==> src/rtl/core_pkg.sv <==
// core_pkg: shared core encodings for PC state, instruction size and comparator ops
package core_pkg;

    typedef enum logic [1:0] {
        PC_STATE_BOOT  = 2'd0,
        PC_STATE_RUN   = 2'd1,
        PC_STATE_FLUSH = 2'd2
    } pc_state_e;

    localparam int INSTR_BYTES = 4;

    typedef enum logic [2:0] {
        CMP_BEQ  = 3'd0,
        CMP_BNE  = 3'd1,
        CMP_BLT  = 3'd2,
        CMP_BGE  = 3'd3,
        CMP_BLTU = 3'd4,
        CMP_BGEU = 3'd5
    } cmp_op_e;

endpackage

==> src/rtl/pc_unit.sv <==
// pc_unit: fetch PC generator with taken-branch/jump redirect and fixed-length flush
module pc_unit
    import core_pkg::*;
#(
    parameter int              XLEN         = 32,
    parameter logic [XLEN-1:0] RESET_PC     = '0,
    parameter int              FLUSH_CYCLES = 2
) (
    input  logic            clk,
    input  logic            rst_n,
    input  logic            stall,
    input  logic            imem_ready,
    input  logic            br_valid,
    input  logic            b,
    input  logic            jmp_valid,
    input  logic [XLEN-1:0] target,
    output logic [XLEN-1:0] pc,
    output logic            pc_valid,
    output logic            flush,
    output logic            misalign
);

    localparam int CW = $clog2(FLUSH_CYCLES + 1);

    pc_state_e       state, state_nxt;
    logic [CW-1:0]   cnt, cnt_nxt;
    logic [XLEN-1:0] pc_nxt, t;
    logic            redirect, bad_target, go, hold;

    // JALR clears bit 0; bit 1 left set means the target is not word aligned
    assign t          = target & ~XLEN'(1);
    assign redirect   = (state == PC_STATE_RUN) & ((br_valid & b) | jmp_valid);
    assign bad_target = redirect & t[1];
    assign go         = redirect & ~t[1];
    assign hold       = stall | ~imem_ready;

    // State register
    always_ff @(posedge clk or negedge rst_n) begin
        if (!rst_n) state <= PC_STATE_BOOT;
        else        state <= state_nxt;
    end

    // Next state: BOOT lasts one cycle, a good redirect enters FLUSH, counter expiry returns to RUN
    always_comb begin
        state_nxt = (state == PC_STATE_BOOT)                   ? PC_STATE_RUN   :
                    go                                         ? PC_STATE_FLUSH :
                    (state == PC_STATE_FLUSH && cnt == '0)     ? PC_STATE_RUN   :
                                                                 state;
    end

    // Next PC, flush counter and misalign pulse; redirect wins over stall and imem back-pressure
    always_comb begin
        pc_nxt  = (state == PC_STATE_BOOT || bad_target) ? pc :
                  go                                     ? t  :
                  hold                                   ? pc :
                                                           pc + XLEN'(INSTR_BYTES);
        cnt_nxt = go                                      ? CW'(FLUSH_CYCLES - 1) :
                  (state == PC_STATE_FLUSH && cnt != '0)  ? cnt - CW'(1)          :
                                                            cnt;
    end

    // Registered datapath outputs
    always_ff @(posedge clk or negedge rst_n) begin
        if (!rst_n) begin
            pc       <= RESET_PC;
            cnt      <= '0;
            misalign <= 1'b0;
        end else begin
            pc       <= pc_nxt;
            cnt      <= cnt_nxt;
            misalign <= bad_target;
        end
    end

    assign pc_valid = state != PC_STATE_BOOT;
    assign flush    = state == PC_STATE_FLUSH;

endmodule

==> config.mk <==
export PLATFORM = sky130hd
export DESIGN_NAME = pc_unit
export DESIGN_NICKNAME = d
export VERILOG_FILES = /design/src/rtl/core_pkg.sv /design/src/rtl/pc_unit.sv
export SDC_FILE = /design/constraint.sdc
export NUM_CORES = 1
export LEC_CHECK = 0
export ABC_AREA = 0
export CORE_MARGIN = 8
export CORE_UTILIZATION = 45
export DETAILED_ROUTE_END_ITERATION = 8
export GPL_TIMING_DRIVEN = 0
export PLACE_DENSITY = 0.78
export SKIP_LAST_GASP = 1
export SYNTH_ARGS = -nofsm -noshare
export SYNTH_HDL_FRONTEND = slang
export SYNTH_SLANG_ARGS = --single-unit
==> constraint.sdc <==
create_clock -name clk -period 2.5 [get_ports clk]
set_clock_uncertainty 0.1 [all_clocks]
set_input_delay 0.25 -clock clk [delete_from_list [all_inputs] [get_ports clk]]
set_output_delay 0.25 -clock clk [all_outputs]
set_load 0.02 [all_outputs]
==> flow_summary.ini, run 1 <==
[detailed_routing]
viasPerCell = 6.014
routed_wirelength_um = 7752
drt_pre_antenna_iters = 5
via_count = 2538
first_iter_violations = 169
drt_drc_violations_left = 0
antenna_left = 0
wire_per_inst_um = 18.37

[timing]
max_freq_mhz = 422.4
tightestPinTransition_ns = 0.8466
setup_ws_ns = 0.1327
slew_viol_final = 0
finalCritPeriodShare_pct = 94.69
slew_headroom_pct = 43.56
holdWs_ns = 0.4013
rsz0062_at_grt = yes
final-setup-viol-count = 0
finalHoldViolCount = 0
period_minus_slack_ns = 2.367

[logic_synthesis]
ys_types = 56
synth_nets = 313
synth_top_area_cell = dfrtp_1
syn_avg_cell_area_sq_um = 8.482
synth_area_sq_mm = 0.002307
synth-edff-count = 0
synth-seq-cells = 36
ys_warn_count = 0
synth.most_common_cell = dfrtp_1
synth_seq_area_share_pct = 39.05
synth-async-reset-ratio_pct = 100.0
synth_flop_cell = dfrtp_1
synth_top_area_share_pct = 39.05
synth_common_cells = dfrtp_1, a21oi_1, nand2_1, o21ai_0, nand3_1
syn-instance-count = 272
ys_top_cells_by_area = dfrtp_1, a21oi_1, o21ai_0, nand3_1, nor3_1

[outcome]
status = finished clean

[final_layout]
area_growth_pct = 39.53
fin_area_sq_mm = 0.003219
diodes = 0
drive_above_1_share_pct = 8.239
instances_no_fill = 422
nets = 392

[setup_path]
r2r_cells = 6
endpoint = pc[28]
reg2reg_slack_ns = 0.13
crit_arrival_ns = 2.49
crit_fanout = 8
cp-startpoint = pc[2]
critical_path_required_ns = 2.62
r2r-start = pc[2]
start_kind = flop
reg2reg_to = pc[28]
crit_type = flop to flop
worstSetupEndpointType = flop

[placement]
placed_area_sq_mm = 0.003100
gp_congestion = 0.8349
port_buffers = 71
dp_hpwl_um = 5657
dp_worst_setup_slack_ns = -0.2086
dpl.cell_count = 413

[grt]
grt_pass1_wl_um = 12280
grt_pass1_vias = 2460
antenna_found_initial = 0
grt_max_degree = 37
grt_remaining_overflow = 0
grt_use_total_pct = 20.55

[floorplan]
core_sq_mm = 0.005042
initial_utilization_pct = 45.76
dieArea_sq_mm = 0.007675
ios = 74
die_w_um = 87.61
chipHeight_um = 87.61
rows = 26

[pwr]
fin_total_pwr_w = 0.003572
vdd.ir_drop.worst_v = 0.0006016
p_leak_nw = 1.243
power_density_mw_per_mm2 = 1110

[clock_network]
clock-root-buffer = clkbuf_8
clock_latency_ns = 0.29
path_clk_slew_ns = 0.07
cts_setup_buffers = 0
cts_sinks = 36
cts.path.max_buffers = 2
cts.htree.levels = 2
cts_buffers = 5
cts_tree = done

[hold_path]
hp-class = flop to flop

[flow_run]
maxCapViolations = 0
==> placed cells by master, fill, tap and decap left out, types with 2 or more instances in the layout <==
cell,instances
a21oi_1,27
dfrtp_1,36
nand4_4,2
nand2_1,18
clkbuf_1,12
o21ai_0,18
nor2_1,16
or4_1,2
nor2b_1,3
o22ai_1,11
clkbuf_8,6
a311oi_1,2
nor4_1,3
ha_1,2
and3_1,5
a21o_1,2
a31o_2,4
o41ai_1,2
nor4b_1,3
nor3_4,2
a211oi_1,5
or3_1,6
and2_1,3
clkdlybuf4s50_1,70
a31oi_1,2
buf_2,3
nand2b_1,2
nand4_1,8
a22oi_1,5
clkbuf_2,2
inv_1,9
o311ai_0,2
nand3_1,17
nor3_1,15
==> worst min path at each step <==
stage / from / endpoint / slack (ns) / depth (start not counted)
CTS: pc[1] / pc[1] / 0.40 / 1
floorplan: rst_n / cnt[0] / -0.15 / 0
finish: pc[1] / pc[1] / 0.40 / 1
detailed placement: rst_n / pc[10] / 0.30 / 1
global placement: pc[1] / pc[1] / 0.37 / 1
global route: pc[1] / pc[1] / 0.41 / 1
==> cells by family (layout without fill, tap and decap cells) <==
logic type / Yosys count / count (layout) / synth area share, %
xor gates and xnor gates: 1 / 1 / 0.3797
muxes: 2 / 2 / 0.9219
other: 1 / 1 / 0.1625
AOI/OAI and AO/OA: 90 / 90 / 24.84
adders and majority gates: 2 / 2 / 1.084
DFF: 36 / 36 / 39.05
buffers and inverters: 25 / 105 / 4.338
and+or+nand+nor: 115 / 115 / 29.23
==> sequential cells by signal, indices dropped and copies added (netlist names) <==
name and cells:
state 2, cnt 2, pc 31, misalign 1
==> repair_timing <==
item,in CTS,in global routing
setup endpoints to repair,0,14
hold buffers,1,0
hold endpoints to repair,36,0
resized for setup,0,7
==> layer usage <==
layer	global-route usage, %	wire (um)	up-vias
li1	-	-	1193
met1	25.93	3301	1196
met2	32.92	3700	136
met3	4.690	620	13
met4	8.594	129	0
met5	0	0	-
==> through the flow <==
stage                     utilization, %  TNS [ns]
after global routing               63.85  -0.04736
after detailed placement           61.49    -2.219
final                              63.85         0
after floorplan                        -         0
after CTS                          63.47         0
after global placement             61.59    -2.065
==> report_power, final <==
group / leakage [nW] / internal, W / switching [W]
clock: 0.0455 / 0.000225 / 0.000214
combinational: 0.772 / 0.000844 / 0.00103
sequential: 0.426 / 0.000857 / 0.000407
total: 1.24 / 0.00193 / 0.00165
==> layout make-up <==
cell class              instances  area, sq um
fillers                       438         1823
multi-input cells             211         1323
flip-flops and latches         36        900.9
repair buffers                 72        715.7
clock buffers                   8        90.09
well taps                      70        87.58
plain buffers                  15        65.06
inverters                      10        37.54
==> critical path, stage by stage, from the launching register on <==
cell	delay, ns
dfrtp_1	0.49
ha_1	0.25
nand2_1	0.18
nor3_4	0.36
nand3_1	0.25
or4_1	0.47
a21oi_1	0.17
Note: power is estimated with default switching activity, not from simulation.
==> run 2, diff against run 1 <==
==> constraint.sdc (replaced) <==
create_clock -name clk -period 2.2 [get_ports clk]
set_clock_uncertainty 0.1 [all_clocks]
set_input_delay 0.22 -clock clk [delete_from_list [all_inputs] [get_ports clk]]
set_output_delay 0.22 -clock clk [all_outputs]
set_load 0.02 [all_outputs]
==> run 2 against run 1 <==
Against the previous run:
- highest routed layer unchanged
- final area is 2.8% higher
- first-iteration DRC count rose by 28%
- largest cell class unchanged
- flip-flop and latch count unchanged
- worst hold slack is essentially flat
- count of clock-buffer cells in the layout did not move
- total power rose by 16%
- routed wire length is 1.1% higher
- critical path depth fell by 1
- combinational power grew 18%
- sequential share of layout area shrank 0.72 points
- clock power increased by 13%
==> flow_summary.ini, run 2 (synthesis gave the netlist of run 1 again) <==
[grt]
grt_use_total_pct = 20.90
grt_remaining_overflow = 0
antenna_found_initial = 0
grt_pass1_wl_um = 12430
grt_pass1_vias = 2465
grt_max_degree = 37

[detailed_routing]
routed_wirelength_um = 7835
first_iter_violations = 216
viasPerCell = 6.012
drt_pre_antenna_iters = 5
wire_per_inst_um = 18.26
via_count = 2579
antenna_left = 0
drt_drc_violations_left = 0

[clock_network]
cts.htree.levels = 2
path_clk_slew_ns = 0.07
clock_latency_ns = 0.29
clock-root-buffer = clkbuf_8
cts_buffers = 5
cts.path.max_buffers = 2
cts_tree = done
cts_sinks = 36

[placement]
gp_congestion = 0.8349
port_buffers = 71
dp_hpwl_um = 5657
placed_area_sq_mm = 0.003100
dpl.cell_count = 413
dp_worst_setup_slack_ns = -0.4786

[floorplan]
ios = 74
chipHeight_um = 87.61
core_sq_mm = 0.005042
initial_utilization_pct = 45.76
dieArea_sq_mm = 0.007675
rows = 26
die_w_um = 87.61

[timing]
finalHoldViolCount = 0
setup_ws_ns = 0.06961
final-setup-viol-count = 0
tightestPinTransition_ns = 0.8377
slew_viol_final = 0
max_freq_mhz = 469.4
slew_headroom_pct = 44.15
rsz0062_at_grt = yes
holdWs_ns = 0.4013
finalCritPeriodShare_pct = 96.84
period_minus_slack_ns = 2.130

[pwr]
vdd.ir_drop.worst_v = 0.0007039
internal_power_w = 0.002229
p_clk_share_pct = 12.1
power_density_mw_per_mm2 = 1249
seqPwrFrac_pct = 34.5
pwr-share-comb_pct = 53.4
p_leak_nw = 1.301
switching_share_pct = 46.07
p_sw_w = 0.001904

[setup_path]
crit_fanout = 8
cp_slowest_cell = dfrtp_1
crit_chain = nand4_4, nor3_4, nand3_1, or4_1, a21oi_1
critical_path_required_ns = 2.32
worstSetupEndpointType = flop
crit_type = flop to flop
cp_top_family = simple AND/OR/NAND/NOR gates
crit_arrival_ns = 2.25
slowest_delay_ns = 0.50
worst-path-buf-inv = 0
start_kind = flop

[final_layout]
reg.largest.list = pc x31, cnt x2, state x2
drive_above_1_share_pct = 13.65
nFillCells = 426
largest_reg_flops = 31
diodes = 0
fin_area_sq_mm = 0.003309
area_growth_pct = 43.44
nets = 399
largest_register = pc
final_common_cell = clkdlybuf4s50_1
instances_no_fill = 429
mostFrequentLayoutCells = clkdlybuf4s50_1, dfrtp_1, a21oi_1

[hold_path]
hp-class = flop to flop

[outcome]
status = finished clean

[flow_run]
maxCapViolations = 0
[run 2: power groups by stage]
stage	clock network, W	registers, W	logic (W)
global route	0.000539	0.00148	0.00237
floorplan	0	0.00168	0.000871
finish	0.000498	0.00143	0.00221
global placement	0	0.00143	0.00207
detailed placement	0	0.00143	0.00210
CTS	0.000503	0.00141	0.00220
[run 2: per-layer routing]
layer	up-vias	global-route usage (%)	wire length (um)
met3	12	4.972	624
met5	-	0	0
li1	1213	-	-
met1	1206	26.37	3315
met4	0	7.969	123
met2	148	33.68	3772
[run 2: worst paths after layout]
| check | start | end | slack [ns] | cells past startpoint |
|---|---|---|---|---|
| max in group asynchronous | rst_n | pc[2] | 0.96 | 2 |
| max | pc[5] | pc[28] | 0.07 | 5 |
| max reg2reg | pc[5] | pc[28] | 0.07 | 5 |
| min reg2reg | pc[1] | pc[1] | 0.40 | 1 |
| min | pc[1] | pc[1] | 0.40 | 1 |
| min in group asynchronous | rst_n | pc[10] | 0.46 | 2 |
[run 2: worst reg2reg max path, cell delays in order, from the launching register on]
cell and delay (ns):
dfrtp_1 0.50, nand4_4 0.21, nor3_4 0.35, nand3_1 0.26, or4_1 0.47, a21oi_1 0.17
[run 2: timing repair]
item	CTS	global route
hold buffers	1	0
pin swaps	2	3
endpoints found under the hold margin	36	0
gates resized for setup	11	19
setup buffers	2	5
setup endpoints to repair	27	23
[run 2: cell type report]
cell class,instances,area [sq um],share of cell area [%]
Multi-Input combinational cell,211,1345,40.64
Sequential cell,36,902.1,27.26
Clock buffer,8,90.09,2.722
Timing Repair Buffer,79,768.2,23.21
Buffer,15,77.57,2.344
Tap cell,70,87.58,2.647
Inverter,10,38.79,1.172
[run 2: per-stage QoR]
stage / utilization, % / power (W) / TNS [ns]
6_report: 65.63 / 0.004134 / 0
5_1_grt: 65.63 / 0.004392 / -0.01952
4_1_cts: 64.44 / 0.004110 / 0
3_5_place_dp: 61.49 / 0.003536 / -10.15
3_3_place_gp: 61.59 / 0.003491 / -12.77
2_1_floorplan: - / 0.002551 / 0
==> run 3, diff against run 2 <==
--- a/config.mk
+++ b/config.mk
@@ -6,11 +6,13 @@
 export NUM_CORES = 1
 export LEC_CHECK = 0
 export ABC_AREA = 0
+export CELL_PAD_IN_SITES_DETAIL_PLACEMENT = 0
+export CELL_PAD_IN_SITES_GLOBAL_PLACEMENT = 1
 export CORE_MARGIN = 8
-export CORE_UTILIZATION = 45
+export CORE_UTILIZATION = 34
 export DETAILED_ROUTE_END_ITERATION = 8
 export GPL_TIMING_DRIVEN = 0
-export PLACE_DENSITY = 0.78
+export PLACE_DENSITY_LB_ADDON = 0.1
 export SKIP_LAST_GASP = 1
 export SYNTH_ARGS = -nofsm -noshare
 export SYNTH_HDL_FRONTEND = slang
==> run 3 against run 2 <==
Against the previous run:
- sequential share of layout area is 0.27 points lower
- critical path depth is 2 higher
- fmax grew 0.52%
- combinational power rose by 2%
- routed wire length is 9.7% higher
- final cell count is 1.9% higher
- clock power about the same
- worst hold slack worse by 0.0035 ns
- count of clock-buffer cells in the layout did not move
- core utilization is 16 points lower
- non-clock buffer count fell by 2
- via count fell by 2.2%
==> flow_summary.ini, run 3 (synthesis gave the netlist of run 1 again) <==
[grt]
grt_max_degree = 37
grt_use_total_pct = 18.05
grt_pass1_wl_um = 13960
grt_pass1_vias = 2588
antenna_found_initial = 0
grt_remaining_overflow = 0

[timing]
max_freq_mhz = 471.8
period_minus_slack_ns = 2.119
slew_viol_final = 0
tightestPinTransition_ns = 0.8740
slew_headroom_pct = 41.74
rsz0062_at_grt = yes
finalHoldViolCount = 0
finalCritPeriodShare_pct = 96.33
final-setup-viol-count = 0
setup_ws_ns = 0.08065

[detailed_routing]
drt_pre_antenna_iters = 4
antenna_left = 0
via_count = 2523
drt_drc_violations_left = 0
routed_wirelength_um = 8592
viasPerCell = 5.773
first_iter_violations = 151
wire_per_inst_um = 19.66

[setup_path]
r2r_cells = 7
cp_slowest_cell = dfrtp_1
cp-startpoint = state[1]
crit_type = flop to flop
reg2reg_to = pc[27]
reg2reg_slack_ns = 0.08
crit_chain = nand2b_1, or3_1, clkbuf_1, buf_2, clkbuf_4, o311ai_0, o311ai_1
crit_arrival_ns = 2.18
slowest_delay_ns = 0.43
critical_path_required_ns = 2.27
worstSetupEndpointType = flop
r2r-start = state[1]
endpoint = pc[27]
crit_fanout = 10
start_kind = flop

[final_layout]
reg.largest.list = pc x31, cnt x2, state x2
mostFrequentLayoutCells = clkdlybuf4s50_1, dfrtp_1, a21oi_1
drive_above_1_share_pct = 15.13
area_growth_pct = 44.85
nets = 397
final_common_cell = clkdlybuf4s50_1
fin_area_sq_mm = 0.003342
fin_util_pct = 50.02
largest_reg_flops = 31
diodes = 0
largest_register = pc

[placement]
dp_hpwl_um = 5997
dp_worst_setup_slack_ns = -0.5118
placed_area_sq_mm = 0.003113
port_buffers = 71
gp_congestion = 0.8254

[floorplan]
dieArea_sq_mm = 0.009678
chipHeight_um = 98.38
ios = 74
initial_utilization_pct = 34.53
core_sq_mm = 0.006681
die_w_um = 98.38
rows = 30

[clock_network]
clock_latency_ns = 0.30
path_clk_slew_ns = 0.08
clock-root-buffer = clkbuf_8
cts.path.max_buffers = 2
cts_tree = done
cts_buffers = 5
cts_sinks = 36
cts.htree.levels = 2

[pwr]
power_density_mw_per_mm2 = 1249
p_leak_nw = 1.300
vdd.ir_drop.worst_v = 0.0006129

[outcome]
status = finished clean

[hold_path]
hp-class = flop to flop

[flow_run]
maxCapViolations = 0
==> run 3: repair_timing <==
item	4_1_cts	5_1_grt
hold buffers	1	0
resized for setup	14	25
setup endpoints to repair	34	32
hold endpoints to repair	36	0
setup buffers	4	2
pin swaps	3	2
==> run 3: where the power goes <==
part / switching [W] / leakage (nW) / internal (W) / total (W)
clock: 0.000245 / 0.0455 / 0.000256 / 0.000501
combinational: 0.00124 / 0.829 / 0.00101 / 0.00225
sequential: 0.000447 / 0.425 / 0.000975 / 0.00142
==> run 3: worst min path at each step <==
stage / start / end / cells after the start
after CTS: target[3] / pc[3] / 3
after floorplan: rst_n / cnt[0] / 0
after global placement: pc[1] / pc[1] / 1
after global routing: pc[1] / pc[1] / 1
after detailed placement: rst_n / cnt[1] / 1
final: pc[1] / pc[1] / 1
==> run 3: worst max-delay path, delay by kind of cell (launching register included) <==
| family | cells | cell delay [ns] |
|---|---|---|
| AND/OR/NAND/NOR | 2 | 0.59 |
| AO/OA/AOI/OAI | 2 | 0.27 |
| flip-flops | 1 | 0.43 |
| buffers and inverters | 3 | 0.60 |
==> run 3: layout make-up <==
class                   count  area, sq um
plain buffers              14        80.08
repair buffers             78        760.7
fillers                   666         3339
inverters                  10        38.79
multi-input cells         211         1370
well taps                  80        100.1
clock buffers               8        90.09
flip-flops and latches     36        902.1
==> run 3: layer usage <==
layer	routed length [um]	vias up	global-route usage, %	share of wire, %
met2	3988	101	29.72	46
met1	3847	1211	23.01	45
li1	-	1204	-	-
met5	0	-	0	0
met3	674	7	4.481	7.8
met4	82	0	4.250	0.95
==> run 3: stage by stage <==
step                hold slack (ns)  total power, W  TNS (ns)  instances
global route                 0.4229        0.004473   -0.5923        437
CTS                          0.3945        0.004160         0        436
floorplan                   -0.1756        0.002551         0        272
detailed placement           0.2950        0.003577    -13.53        423
finish                       0.3977        0.004173         0        437
global placement             0.3724        0.003553    -21.31        423
==> patch (flow settings as in run 1) <==
The 3 states of `pc_state_e` get a one-hot encoding in 3 bits.
--- a/src/rtl/core_pkg.sv
+++ b/src/rtl/core_pkg.sv
@@ -3,6 +3,6 @@
 
-    typedef enum logic [1:0] {
-        PC_STATE_BOOT  = 2'd0,
-        PC_STATE_RUN   = 2'd1,
-        PC_STATE_FLUSH = 2'd2
+    typedef enum logic [2:0] {
+        PC_STATE_BOOT  = 3'b001,
+        PC_STATE_RUN   = 3'b010,
+        PC_STATE_FLUSH = 3'b100
     } pc_state_e;
Behaviour: same outputs for any inputs over 10 cycles, from zero or initial values and one cycle with rst_n low; not proved beyond that.
==> patch against run 1 <==
- wire length down 26%
- setup slack better by 110 ps
- core utilization up 3.1 points
- sequential cell count up 1
- power down 12%
- worst hold slack worse by 20 ps
- cell area down 8.2%
- maximum frequency up 4.7%
- area after synthesis down 9.8%
- critical path type is now reg -> out
- critical endpoint is now pc_valid
==> patch: results (changes against run 1) <==
number of DRC violations after detailed-routing iteration 0=109 (was 169); layout cell share with drive strength beyond 1=5.75% (was 8.24%); Reg2Reg Launch Point=state[0] (was pc[2]); reg-to-reg critical path endpoint=pc[27] (was pc[28]); count of fill cells added during filler insertion=380 (was 438); Setup crit end=pc_valid (was pc[28]); maximum number of pins on one net before global-route repair=38 (was 37); Worst EP arrival=1910 ps (was 2490 ps); routability-driven placement congestion ratio=0.831 (was 0.835); GRT met2 Usage=26.0% (was 32.9%); final net count=354 (was 392); compound-cell area share of the yosys netlist=10.9% (was 24.8%); power density cells=1060 nW/um^2 (was 1110 nW/um^2); number of cells on the worst reg-to-reg path=5 (was 6); adder and majority cell fraction of the synthesized area=1.20% (was 1.08%); leading cell types by total area after synthesis=sky130_fd_sc_hd__dfrtp_1 (43%), sky130_fd_sc_hd__nand2_1 (7.2%), sky130_fd_sc_hd__xnor2_1 (6.3%) (was sky130_fd_sc_hd__dfrtp_1 (39%), sky130_fd_sc_hd__a21oi_1 (5.9%), sky130_fd_sc_hd__o21ai_0 (3.9%)); Regs by FF count=pc (31), state (3), cnt (2) (was pc (31), cnt (2), state (2)); worst stage delay on the critical path=560 ps (was 490 ps); worst relative slew slack=44.6% (was 43.6%); met1 track demand over resource=20.4% (was 25.9%); placed instance count=357 (was 413); cell family with the largest share of critical-path delay=buffers and inverters (was simple AND/OR/NAND/NOR gates); first-pass GRT wire length=9800 um (was 12300 um); post-synth net total=275 (was 313); sequential-to-total area share from yosys stat=44.6% (was 39.0%); via count of the first global-routing pass=2064 (was 2460); non-filler cells, final=365 (was 422); total iterations of the first detailed-routing run=4 (was 5); Combinational Power Share=48.1% (was 52.3%); internal reg-to-reg setup slack=240 ps (was 130 ps); critical-path maximum fanout=5 (was 8); count of vias placed by the detailed router=1964 (was 2538); Max VDD drop=539 uV (was 602 uV); Post-Synthesis Mean Instance Area=8.89 um^2 (was 8.48 um^2); synth unique cells=38 (was 56); maximum achievable frequency=442 MHz (was 422 MHz); outcome=finished, final reports clean (unchanged); WL final=5710 um (was 7750 um); Sw Ratio=41.5% (was 46.1%); cell with the largest stage delay on the worst path=sky130_fd_sc_hd__dfstp_2 (was sky130_fd_sc_hd__dfrtp_1); Placement Cell Area=2850 um^2 (was 3100 um^2); Min Hold Slack=382 ps (was 401 ps); share of cell area taken by muxes after synthesis=1.02% (was 0.922%); utilization of the core after routing=67.0% (was 63.8%); met3 track demand over resource in global routing=4.59% (was 4.69%)
patch: cell types whose count changed in the layout (fill, tap and decap cells not counted), sizes merged, moves of 5 or more:
cell	change
a21oi	-23
a22oi	-5
clkbuf	-6
nand2	+21
nand3	-9
nor2	-5
nor3	-12
o22ai	-11
xnor2	+14
xor2	+11
patch: layout make-up:
cell class | count | share of cell area [%]
Tap cell | 52 | 2.20
Inverter | 7 | 0.889
Timing Repair Buffer | 72 | 24.2
Buffer | 10 | 1.48
Sequential cell | 37 | 31.4
Multi-Input combinational cell | 180 | 36.9
Clock buffer | 7 | 2.92
patch: layer usage:
| layer | vias to the layer above | routed length [um] |
|---|---|---|
| met2 | 62 | 2680 |
| met4 | 0 | 104 |
| li1 | 980 | - |
| met3 | 9 | 367 |
| met1 | 913 | 2550 |
| met5 | - | 0 |
patch: worst min path at each step:
stage                     endpoint
after floorplan             cnt[0]
after global placement       pc[1]
after global routing         pc[1]
after CTS                    pc[1]
after detailed placement     pc[2]
final                        pc[1]
